--- config.mk ---
export PLATFORM = sky130hd
export DESIGN_NAME = control_sequencer
export DESIGN_NICKNAME = d
export VERILOG_FILES = /design/src/rtl/cpu_pkg.sv /design/src/rtl/op_classify.sv /design/src/rtl/control_sequencer.sv
export SDC_FILE = /design/constraint.sdc
export NUM_CORES = 1
export LEC_CHECK = 0
export CELL_PAD_IN_SITES_DETAIL_PLACEMENT = 1
export CELL_PAD_IN_SITES_GLOBAL_PLACEMENT = 1
export CORE_MARGIN = 2
export CORE_UTILIZATION = 18
export DETAILED_ROUTE_END_ITERATION = 8
export HOLD_SLACK_MARGIN = 0.1
export PLACE_DENSITY = 0.8
export SYNTH_ARGS = -nofsm -noshare
export SYNTH_HDL_FRONTEND = slang
export SYNTH_SLANG_ARGS = --single-unit
--- constraint.sdc ---
create_clock -name clk -period 2.9 [get_ports clk]
set_input_delay 0.435 -clock clk [delete_from_list [all_inputs] [get_ports clk]]
set_output_delay 0.435 -clock clk [all_outputs]
set_load 0.03 [all_outputs]
--- src/rtl/cpu_pkg.sv ---
// Shared opcodes, IR field positions and sequencer types for the control sequencer.
package cpu_pkg;

    localparam logic [4:0] OP_ADD  = 5'b00011;
    localparam logic [4:0] OP_SUB  = 5'b00100;
    localparam logic [4:0] OP_AND  = 5'b00101;
    localparam logic [4:0] OP_OR   = 5'b00110;
    localparam logic [4:0] OP_SHR  = 5'b01001;
    localparam logic [4:0] OP_SHL  = 5'b01011;
    localparam logic [4:0] OP_MUL  = 5'b01111;
    localparam logic [4:0] OP_DIV  = 5'b10000;
    localparam logic [4:0] OP_NOP  = 5'b11010;
    localparam logic [4:0] OP_HALT = 5'b11011;

    localparam int OPC_MSB = 31;
    localparam int OPC_LSB = 27;
    localparam int RA_MSB  = 26;
    localparam int RA_LSB  = 23;
    localparam int RB_MSB  = 22;
    localparam int RB_LSB  = 19;
    localparam int RC_MSB  = 18;
    localparam int RC_LSB  = 15;

    typedef enum logic [3:0] {
        ST_RST,
        ST_T0,
        ST_T1,
        ST_T2,
        ST_T3,
        ST_T4,
        ST_T5,
        ST_T6,
        ST_HALT
    } state_t;

    typedef enum logic [1:0] {
        CLS_RTYPE,
        CLS_MULDIV,
        CLS_NOP,
        CLS_HALT
    } op_class_t;

endpackage

--- src/rtl/op_classify.sv ---
// Maps an opcode to its execution class; anything unrecognised executes as a NOP.
module op_classify
    import cpu_pkg::*;
(
    input  logic [4:0] opcode_i,
    output op_class_t  op_class_o
);

    always_comb begin
        op_class_o = CLS_NOP;
        case (opcode_i)
            OP_ADD, OP_SUB, OP_AND, OP_OR, OP_SHR, OP_SHL: op_class_o = CLS_RTYPE;
            OP_MUL, OP_DIV:                                op_class_o = CLS_MULDIV;
            OP_HALT:                                       op_class_o = CLS_HALT;
            default:                                       op_class_o = CLS_NOP;
        endcase
    end

endmodule

--- src/rtl/control_sequencer.sv ---
// Hardwired fetch/execute sequencer: one state per cycle, Moore-decoded strobes from state and IR.
module control_sequencer
    import cpu_pkg::*;
(
    input  logic        clk,
    input  logic        clr,
    input  logic [31:0] IR,
    input  logic        stop,
    output logic        PCout,
    output logic        Zlowout,
    output logic        ZHighout,
    output logic        HIout,
    output logic        LOout,
    output logic        MDRout,
    output logic        MARin,
    output logic        PCin,
    output logic        MDRin,
    output logic        IRin,
    output logic        Yin,
    output logic        ZHIin,
    output logic        ZLOin,
    output logic        HIin,
    output logic        LOin,
    output logic        Read,
    output logic        IncPC,
    output logic        Gra,
    output logic        Grb,
    output logic        Grc,
    output logic        Rin,
    output logic        Rout,
    output logic [4:0]  operation,
    output logic        run,
    output state_t      state_o
);

    state_t    state_q, state_d;
    op_class_t class_q, class_d;
    op_class_t op_class;
    state_t    boundary;
    logic      unused_fields;

    // Register fields are routed to the datapath elsewhere; only the opcode matters here.
    assign unused_fields = ^IR[RA_MSB:0];

    op_classify u_op_classify (
        .opcode_i   (IR[OPC_MSB:OPC_LSB]),
        .op_class_o (op_class)
    );

    // Halt requests only take effect where the next state would otherwise be T0.
    assign boundary = stop ? ST_HALT : ST_T0;

    always_ff @(posedge clk) begin
        if (clr) begin
            state_q <= ST_RST;
            class_q <= CLS_NOP;
        end else begin
            state_q <= state_d;
            class_q <= class_d;
        end
    end

    always_comb begin
        state_d = state_q;
        class_d = class_q;
        case (state_q)
            ST_RST:  state_d = ST_T0;
            ST_T0:   state_d = ST_T1;
            ST_T1:   state_d = ST_T2;
            ST_T2:   state_d = ST_T3;
            ST_T3: begin
                class_d = op_class;
                case (op_class)
                    CLS_RTYPE, CLS_MULDIV: state_d = ST_T4;
                    CLS_HALT:              state_d = ST_HALT;
                    default:               state_d = boundary;
                endcase
            end
            ST_T4:   state_d = ST_T5;
            ST_T5:   state_d = (class_q == CLS_MULDIV) ? ST_T6 : boundary;
            ST_T6:   state_d = boundary;
            ST_HALT: state_d = ST_HALT;
            default: state_d = ST_RST;
        endcase
    end

    always_comb begin
        PCout     = 1'b0;
        Zlowout   = 1'b0;
        ZHighout  = 1'b0;
        HIout     = 1'b0;
        LOout     = 1'b0;
        MDRout    = 1'b0;
        MARin     = 1'b0;
        PCin      = 1'b0;
        MDRin     = 1'b0;
        IRin      = 1'b0;
        Yin       = 1'b0;
        ZHIin     = 1'b0;
        ZLOin     = 1'b0;
        HIin      = 1'b0;
        LOin      = 1'b0;
        Read      = 1'b0;
        IncPC     = 1'b0;
        Gra       = 1'b0;
        Grb       = 1'b0;
        Grc       = 1'b0;
        Rin       = 1'b0;
        Rout      = 1'b0;
        operation = 5'b00000;
        run       = 1'b0;
        case (state_q)
            ST_T0: begin
                run       = 1'b1;
                PCout     = 1'b1;
                MARin     = 1'b1;
                IncPC     = 1'b1;
                ZLOin     = 1'b1;
                operation = OP_ADD;
            end
            ST_T1: begin
                run     = 1'b1;
                Zlowout = 1'b1;
                PCin    = 1'b1;
                Read    = 1'b1;
                MDRin   = 1'b1;
            end
            ST_T2: begin
                run    = 1'b1;
                MDRout = 1'b1;
                IRin   = 1'b1;
            end
            ST_T3: begin
                run = 1'b1;
                if (op_class == CLS_RTYPE || op_class == CLS_MULDIV) begin
                    Grb  = 1'b1;
                    Rout = 1'b1;
                    Yin  = 1'b1;
                end
            end
            ST_T4: begin
                run       = 1'b1;
                Grc       = 1'b1;
                Rout      = 1'b1;
                ZHIin     = 1'b1;
                ZLOin     = 1'b1;
                operation = IR[OPC_MSB:OPC_LSB];
            end
            ST_T5: begin
                run     = 1'b1;
                Zlowout = 1'b1;
                if (class_q == CLS_MULDIV) begin
                    LOin = 1'b1;
                end else begin
                    Gra = 1'b1;
                    Rin = 1'b1;
                end
            end
            ST_T6: begin
                run      = 1'b1;
                ZHighout = 1'b1;
                HIin     = 1'b1;
            end
            default: run = 1'b0;
        endcase
    end

    assign state_o = state_q;

endmodule

# == After elaboration in Yosys (flattened, before gate mapping) ==
# Memory sizes are Yosys's and may differ from the RTL's.
# Cells that the tools add are included.
# W data, S select, Z words.
# word_totals
regBits,6
mem_bits_ro,64
input_bits,35
memories,1
# memory_table
memory,depth,width,rd,rd_ports_with_merged_regs,wr,line,source
(no name shown),32,2,1,0,0,op_classify.sv:11,case (opcode_i)
# op_classes
n_eq_ne,11
mux,20
n_reduce_logical,7
# ops
cell,n
$pmux W4 S9,1
$eq A4 B3 Y1 const B,4
$mux W1,14
$pmux W5 S2,1
$eq A4 B2 Y1 const B,2
$mux W4,2
$pmux W4 S2,1
$reduce_or A7 Y1,1
$reduce_or A2 Y1,3
$eq A2 B1 Y1 const B,2
$eq A4 B1 Y1 const B,1
$eq A4 B4 Y1 const B,1
$logic_not A4 Y1,1
$eq A2 B2 Y1 const B,1
$logic_not A2 Y1,1
$pmux W1 S2,1
$logic_or A1 B1 Y1,1

# == Depth between registers and ports, before layout ==
# An unclocked memory read counts as a cell.
# depth
ltp_word,5
mapped_depth,7
ltp_nobuf,6

# == Modules after synthesis ==
# Synthesis repeated with hierarchy kept, for this count alone.
# hier_totals
hier_cells,87
area_unflattened_um2,648.1
# by_module_without_submodules
module,n_inst,cells_each,area_each_um2,seq_area_each_um2
control_sequencer,1,75,568.0,120.1
op_classify,1,12,80.1,0.0

# == Least setup slack after synthesis ==
# OpenSTA, ideal clock, no wires.
# synth_path
path_kind,register to output
startpoint,"reg state_q[1], in the netlist state_o[1]"
endpoint,out Rin
arrival_time_ps,1956
slack_ps,509
path_stages_with_launch,4
n_path_buf,1
path_cell_list,dfxtp_1 -> nand2_1 -> nor3b_1 -> buf_4
# synth_via
elab_chain_cells,2
# synth_lines
element,line,source
start: declaration,control_sequencer.sv:36,"state_t state_q, state_d;"
start signal: assignment,control_sequencer.sv:58,state_q <= state_d;
$eq A4 B3 Y1,-,
$mux W1,-,
end: declaration,control_sequencer.sv:29,"output logic Rin,"
# No other way between the ends.

# == Worst setup path in the final report ==
# layout_path
startpoint,"reg state_q[2], in the netlist state_o[2]"
endpoint,out LOin
# layout_via
elab_chain_cells,2
# layout_lines
element,line,source
$eq A4 B3 Y1,control_sequencer.sv:112,case (state_q)
$mux W1,control_sequencer.sv:112,
end: declaration,control_sequencer.sv:23,"output logic LOin,"
# No other way between the ends.

==> flow_metrics.env <==
export IMPL_status="finished clean"
export IMPL_rows=21
export IMPL_synth_simple_gate_area_share=0.357
export IMPL_ys_ff_latch=6
export IMPL_final_common_cell="clkdlybuf4s50_1"
export IMPL_drtAntennaViolNets=0
export IMPL_final_layout_size_suffix_gt1_frac=0.139
export IMPL_grt_pass1_wl_um=3270
export IMPL_synth_top_area_cell="dfxtp_1"
export IMPL_path_clk_slew_ns=0.04
export IMPL_fp_dieH_um=63.1
export IMPL_synth_compound_area_frac=0.217
export IMPL_final_cell_mix="clkdlybuf4s50_1 (34), nor2_1 (9), inv_1 (8), nor3_1 (8), a21oi_1 (7)"
export IMPL_period_minus_slack_ns=2.60
export IMPL_crit_path_end_kind="output pin"
export IMPL_hold_violations=0
export IMPL_whs_ns=0.502
export IMPL_setup_viol=0
export IMPL_n_antenna_cell=0
export IMPL_synth_top_family_by_area="simple AND/OR/NAND/NOR gates"
export IMPL_syn_avg_cell_area_um2=7.14
export IMPL_cts_hold_buf=0
export IMPL_routed_wl_um=1940
export IMPL_place_ws_ns=0.433
export IMPL_port_buffers=37
export IMPL_powerDensity_nw_per_um2=367
export IMPL_grt_max_degree=15
export IMPL_tightest_slew_ns=0.518
export IMPL_hold_start="class_q[1]"
export IMPL_finalClockSkew_ns=0.00122
export IMPL_critPathRequiredTime_ns=2.47
export IMPL_synth_top_area_frac=0.191
export IMPL_num_nets_final=152
export IMPL_yosys_area_share_xor_xnor=0
export IMPL_cts_setup_buffers=0
export IMPL_vdd_drop_max_mv=0.120
export IMPL_critPathLaunch="state_o[2]"
export IMPL_crit_arrival_ns=2.17
export IMPL_synthToLayoutAreaGrowth_pct=55.4
export IMPL_drt_iter0_markers=9
export IMPL_via_per_inst=4.40
export IMPL_cts_root_buf="clkbuf_4"
export IMPL_synthTopCellsByArea="dfxtp_1 (19%), buf_4 (14%), nor3_1 (6.4%)"
export IMPL_slowest_delay_ns=0.66
export IMPL_stdcell_count=161
export IMPL_die_w_um=63.1
export IMPL_fmax_ghz=0.385
export IMPL_rsz0062_at_grt="no"
export IMPL_synth_area_um2=628
export IMPL_io_pins=67
export IMPL_fin_setup_tns_ns=0
export IMPL_dieArea_um2=3980
export IMPL_cts_resized=0
export IMPL_fp_coreArea_um2=3340
export IMPL_r2r_start="state_o[2]"
export IMPL_min_path_type="reg2reg"
export IMPL_worst_setup_path_start_kind="register"
export IMPL_place_congestion=0.869
export IMPL_synth_cells=88
export IMPL_r2r_end="state_o[3]"
export IMPL_setup_ws_ns=0.299
export IMPL_dpl_hpwl_um=1580
export IMPL_route_detailed_drc=0
export IMPL_grtUsageTotal=0.102
export IMPL_htreeDepth=1
export IMPL_firstDrtPassIters=2
export IMPL_placedCellCount=158
export IMPL_cap_violations=0
export IMPL_critPathKind="reg2out"
export IMPL_vias=709
export IMPL_first_global_vias=724
export IMPL_wl_per_cell_um=12.1
export IMPL_r2r_cells=4
export IMPL_p_leak_uw=0.000372
export IMPL_cts_buffers_inserted=3
export IMPL_overflow=0
export IMPL_clock_latency_ns=0.25
export IMPL_cts_tree="done"
export IMPL_cp_endpoint="LOin"
export IMPL_cp_cell_sequence="nand2_4, or3_1, inv_1, clkdlybuf4s50_1"
export IMPL_start_util=0.188
export IMPL_ys_warn_count=0
export IMPL_slew_limit_headroom=0.654
export IMPL_antenna_found_initial=0
export IMPL_clk_path_buf_depth=2
export IMPL_critical_path_slowest_cell="clkdlybuf4s50_1"
export IMPL_synthAdderAreaFrac=0.0179
export IMPL_cp_max_fo=14
export IMPL_period_share=0.897
export IMPL_rrSetupSlack_ns=1.39
export IMPL_ys_types=36
export IMPL_maxSlewViolCount=0
export IMPL_fin_util=0.292
export IMPL_muxShareOfSynthArea=0
export IMPL_ys_seq_area_frac=0.191
export IMPL_clock_sinks=6
export IMPL_fill_cells=430
critical path, delay by kind of cell (launching register included):
| kind | cells | cell delay (ns) |
|---|---|---|
| simple gates | 2 | 0.54 |
| buf+inv | 2 | 0.73 |
| flops | 1 | 0.64 |
routing by layer:
layer  up-vias  share of wire  track usage
li1        345              -            -
met1       335           0.43        0.115
met2        25           0.50        0.181
met3         4          0.055       0.0321
met4         0          0.012       0.0333
met5         -              0            0
report_power, final:
part           internal [uW]  switching [uW]
combinational           72.7             107
sequential              87.6            13.0
clock                   46.9            31.1
final cells by class:
cell class              count  area, um2  area share
clock buffers               3       22.5      0.0231
inverters                   9       33.8      0.0346
multi-input cells          60        379       0.388
flip-flops and latches      6        120       0.123
well taps                  46       57.6      0.0590
repair buffers             37        363       0.372
cells in the mapped netlist, drive strengths merged:
master,number
a211oi,1
a21oi,8
a31oi,2
and2,2
buf,13
clkbuf,1
conb,1
dfxtp,6
inv,9
maj3,1
nand2,5
nand2b,2
nand3,1
nand3b,1
nor2,9
nor2b,1
nor3,9
nor3b,1
nor4,1
o2111a,1
o21ai,3
o21bai,2
o22ai,1
o311ai,1
o32ai,1
or2b,3
or3,2
how the worst min path moves through the flow:
stage / to / depth (start not counted)
2_1_floorplan: class_q[1] / 2
3_3_place_gp: class_q[1] / 2
3_5_place_dp: class_q[1] / 2
4_1_cts: class_q[1] / 2
5_1_grt: class_q[0] / 2
6_report: class_q[1] / 2
kinds of logic (layout without fill, tap and decap cells):
kind of cell	after synthesis	count (layout)
AND/OR/NAND/NOR	37	37
other	1	2
buffers and inverters	23	49
adder cells (fa/ha/maj)	1	1
flip-flops	6	6
AO/OA/AOI/OAI	20	20
state kept, by name, summed over array words and instances (netlist names):
| register | cells |
|---|---|
| class_q | 2 |
| state_o | 4 |
metrics by stage:
stage	total power [uW]	area, um2
after global placement	278	953
final	358	976
after floorplan	220	632
after detailed placement	283	953
after CTS	364	976
after global routing	387	976
No activity file was read; power rests on OpenSTA's default activity.
==> patch 1: new RTL, config.mk and constraints unchanged <==
Register the inputs `clr`, `IR` and `stop` before use. The logic sees them one clock later. Comments in the files are not updated.
--- a/src/rtl/control_sequencer.sv
+++ b/src/rtl/control_sequencer.sv
@@ -34,4 +34,14 @@
 );
 
+    logic clr_q;
+    logic [31:0] IR_q;
+    logic stop_q;
+
+    always_ff @(posedge clk) begin
+        clr_q  <= clr;
+        IR_q   <= IR;
+        stop_q <= stop;
+    end
+
     state_t    state_q, state_d;
     op_class_t class_q, class_d;
@@ -41,16 +51,16 @@
 
     // Register fields are routed to the datapath elsewhere; only the opcode matters here.
-    assign unused_fields = ^IR[RA_MSB:0];
+    assign unused_fields = ^IR_q[RA_MSB:0];
 
     op_classify u_op_classify (
-        .opcode_i   (IR[OPC_MSB:OPC_LSB]),
+        .opcode_i   (IR_q[OPC_MSB:OPC_LSB]),
         .op_class_o (op_class)
     );
 
     // Halt requests only take effect where the next state would otherwise be T0.
-    assign boundary = stop ? ST_HALT : ST_T0;
+    assign boundary = stop_q ? ST_HALT : ST_T0;
 
     always_ff @(posedge clk) begin
-        if (clr) begin
+        if (clr_q) begin
             state_q <= ST_RST;
             class_q <= CLS_NOP;
@@ -145,5 +155,5 @@
                 ZHIin     = 1'b1;
                 ZLOin     = 1'b1;
-                operation = IR[OPC_MSB:OPC_LSB];
+                operation = IR_q[OPC_MSB:OPC_LSB];
             end
             ST_T5: begin
Formal check against the unedited RTL: not equivalent (a bounded check fails within 4 cycles, from zero or initial values).
==> patch 1 against the unedited design <==
Total power grew 59%. Fmax fell by 0.61%. Sequential cell count grew 9. Setup slack got worse by 0.016 ns. Count of clock-buffer cells in the layout is 1 higher. Cell area grew 19%. Area after synthesis rose by 23%. Routed wire length is 4.5% higher. Synthesized cell count is 2.3% higher.
==> patch 1: results (changes against the unedited design) <==
metric	value	unit	change
status	complete, no violations		unchanged
fin_util	28.58	%	was 29.25%
dp_cells	166		was 158
finClkSkew	0.003438	ns	was 0.001224 ns
dpl_cell_area	1115	um^2	was 953.4 um^2
largest_register_ffs	5		was 4
yosys-top-cells-area	dfxtp_1, buf_4, and3_1, inv_1, nor2_1		was dfxtp_1, buf_4, nor3_1, a21oi_1, nor2_1
drt_iter0_markers	54		was 9
grt.total_usage	8.613	%	was 10.20%
dr.pass1.iters	4		was 2
grt_pass1_wl	3401	um	was 3270 um
yosys-top-cells-count	dfxtp_1, buf_4, inv_1, nor2_1, and3_1		was buf_4, nor2_1, inv_1, nor3_1, a21oi_1
clk_pin_slew_worst_paths	0.06	ns	was 0.04 ns
power.density	492.0	nW/um^2	was 366.7 nW/um^2
portBuffers	37		unchanged
syn_inst	90		was 88
route.met2.wl	1042	um	was 980 um
power.leakage	0.4513	nW	was 0.3725 nW
cp-startpoint	state_o[0]		was state_o[2]
gr-usage-met1	9.243	%	was 11.50%
ys_types	33		was 36
cp-endpoint	operation[3]		was LOin
grt_pass1_vias	744		was 724
p_comb	0.178	mW	
powerSeq	0.232	mW	was 0.101 mW
use_met2	15.81	%	was 18.09%
dr_wl_met3	112	um	was 106 um
cts_root_buf	clkbuf_8		was clkbuf_4
p_int	0.3888	mW	was 0.2072 mW
cp_top_family	buffers and inverters		unchanged
vias	732		was 709
top_layer	met4		unchanged
cts_resized	0		unchanged
grt_max_degree	12		was 15
use_met3	2.035	%	was 3.214%
max_freq	382.2	MHz	was 384.5 MHz
avgRoutedWirePerCell	11.95	um	was 12.07 um
hpwlAfterDp	1673	um	was 1583 um
wl_met1	860	um	was 833 um
post-place-ws	0.5348	ns	was 0.4327 ns
startpoint_type	flip-flop		unchanged
grt_antenna_before_repair	0		unchanged
globalplace.congestion	0.7671		was 0.8691
drive_gt1_share	5.833	%	was 13.91%
cp.buffers_inverters	3		was 2
vdd_drop_max	0.1188	mV	was 0.1202 mV
holdWs	0.4563	ns	was 0.5021 ns
min_to	class_q[0]		was class_q[1]
fillers	486		was 430
reg2reg_from	state_o[1]		was state_o[2]
nets	156		was 152
vias_per_cell	4.306		was 4.404
cp_max_fo	6		was 14
hp-start	class_q[0]		was class_q[1]
ys_seq_area_share	38.83	%	was 19.12%
==> patch 1: changes by cell type after synthesis, sizes merged, moves of 3 or more <==
cell | before | now
dfxtp | 6 | 15
nor3 | 9 | 4
and3 | 0 | 5
or2b | 3 | 0
a21oi | 8 | 4
==> patch 1: final cells by class <==
class	count	share of cell area, %
clock buffers	4	3.884
inverters	8	2.589
multi-input cells	54	29.02
flip-flops and latches	15	25.89
well taps	50	5.394
repair buffers	39	33.23
==> patch 1: logic make-up (layout without fill, tap and decap cells) <==
logic type / after synthesis / in the layout / synth area share, %
XOR/XNOR: 1 / 1 / 1.133
AND/OR/NAND/NOR: 30 / 30 / 22.01
buffers and inverters: 22 / 51 / 18.12
flip-flops: 15 / 15 / 38.84
other: 1 / 2 / 0.4850
adder cells (fa/ha/maj): 1 / 1 / 1.295
AO/OA/AOI/OAI: 19 / 19 / 16.83
multiplexers: 1 / 1 / 1.295
==> patch 2: new RTL, same flow settings <==
Made on the original files. Register the output `MDRin`; this adds one clock of latency there. The other outputs are not delayed to match.
--- a/src/rtl/control_sequencer.sv
+++ b/src/rtl/control_sequencer.sv
@@ -33,4 +33,6 @@
     output state_t      state_o
 );
+
+    logic MDRin_d;
 
     state_t    state_q, state_d;
@@ -94,5 +96,5 @@
         MARin     = 1'b0;
         PCin      = 1'b0;
-        MDRin     = 1'b0;
+        MDRin_d   = 1'b0;
         IRin      = 1'b0;
         Yin       = 1'b0;
@@ -124,5 +126,5 @@
                 PCin    = 1'b1;
                 Read    = 1'b1;
-                MDRin   = 1'b1;
+                MDRin_d = 1'b1;
             end
             ST_T2: begin
@@ -168,4 +170,8 @@
     assign state_o = state_q;
 
+    always_ff @(posedge clk) begin
+        MDRin <= MDRin_d;
+    end
+
 endmodule
 
Behaviour: not the same (a bounded check fails within 4 cycles, from zero or initial values).
==> patch 2 against the unedited design <==
Cell area grew 7.6%. Fmax shrank 0.99%. Utilization down 0.36 points. Setup slack worse by 0.026 ns. Routed wire length increased by 9.4%. Area after synthesis rose by 6.8%. Sequential cell count increased by 1. Critical path type unchanged.
Power is not compared: it rests on default switching activity, and its combinational part moved more than twofold at a synthesized area within 25%.
==> patch 2: results (changes against the unedited design) <==
metric	value	unit	change
avgRoutedWirePerCell	12.43	um	was 12.07 um
fin_cells	171		was 161
clock_latency	0.23	ns	was 0.25 ns
drt_iter0_markers	9		unchanged
dr_wl_met3	81	um	was 106 um
dr.pass1.iters	4		was 2
cts_resized	0		unchanged
cts_root_buf	clkbuf_8		was clkbuf_4
dpl_cell_area	1005	um^2	was 953.4 um^2
globalplace.congestion	0.8134		was 0.8691
route.met2.wl	1044	um	was 980 um
ys_types	38		was 36
ys_seq_area_share	20.90	%	was 19.12%
p_comb	0.408	mW	
syn_avg_cell_area	7.135	um^2	was 7.138 um^2
hpwlAfterDp	1680	um	was 1583 um
portBuffers	37		unchanged
wl_met1	960	um	was 833 um
grt_pass1_wl	3560	um	was 3270 um
nets	159		was 152
critPathArrivalTime	2.19	ns	was 2.17 ns
cpPeakStageDelay	0.70	ns	was 0.66 ns
use_met3	1.042	%	was 3.214%
postCtsSetupBuffers	0		unchanged
gr-usage-met1	13.04	%	was 11.50%
grt.total_usage	10.73	%	was 10.20%
post-place-ws	0.3195	ns	was 0.4327 ns
finClkSkew	0.004853	ns	was 0.001224 ns
yosys-top-cells-area	dfxtp_1, buf_4, nand2b_1, nor2_1, a21oi_1		was dfxtp_1, buf_4, nor3_1, a21oi_1, nor2_1
cp_max_fo	11		was 14
grt_max_degree	16		was 15
reg2reg_depth	4		unchanged
status	complete, no violations		unchanged
vias_per_cell	4.567		was 4.404
patch 2: changes by cell type after synthesis, sizes merged, moves of 3 or more:
cell and delta:
inv -5, and3 +3, or2b -3, nand2b +4
patch 2: kinds of logic after synthesis:
logic type,count (synthesis),synth area share [%]
and+or+nand+nor,44,36.94
AOI/OAI and AO/OA,24,24.44
buffers and inverters,18,17.16
DFF,7,20.89
other,1,0.5592
patch 2: final timing paths:
kind	from	slack (ns)	endpoint
worst max-delay path	state_o[0]	0.27	MARin
worst min register to register	class_q[0]	0.52	class_q[0]
worst min-delay path	class_q[0]	0.52	class_q[0]
worst max register to register	state_o[2]	1.34	class_q[1]
patch 2: layout make-up:
class                   count  area (um^2)
clock buffers               4        45.04
fillers                   460         2584
inverters                   4        15.01
multi-input cells          70        419.2
flip-flops and latches      7        140.1
well taps                  48        60.06
repair buffers             38        370.4
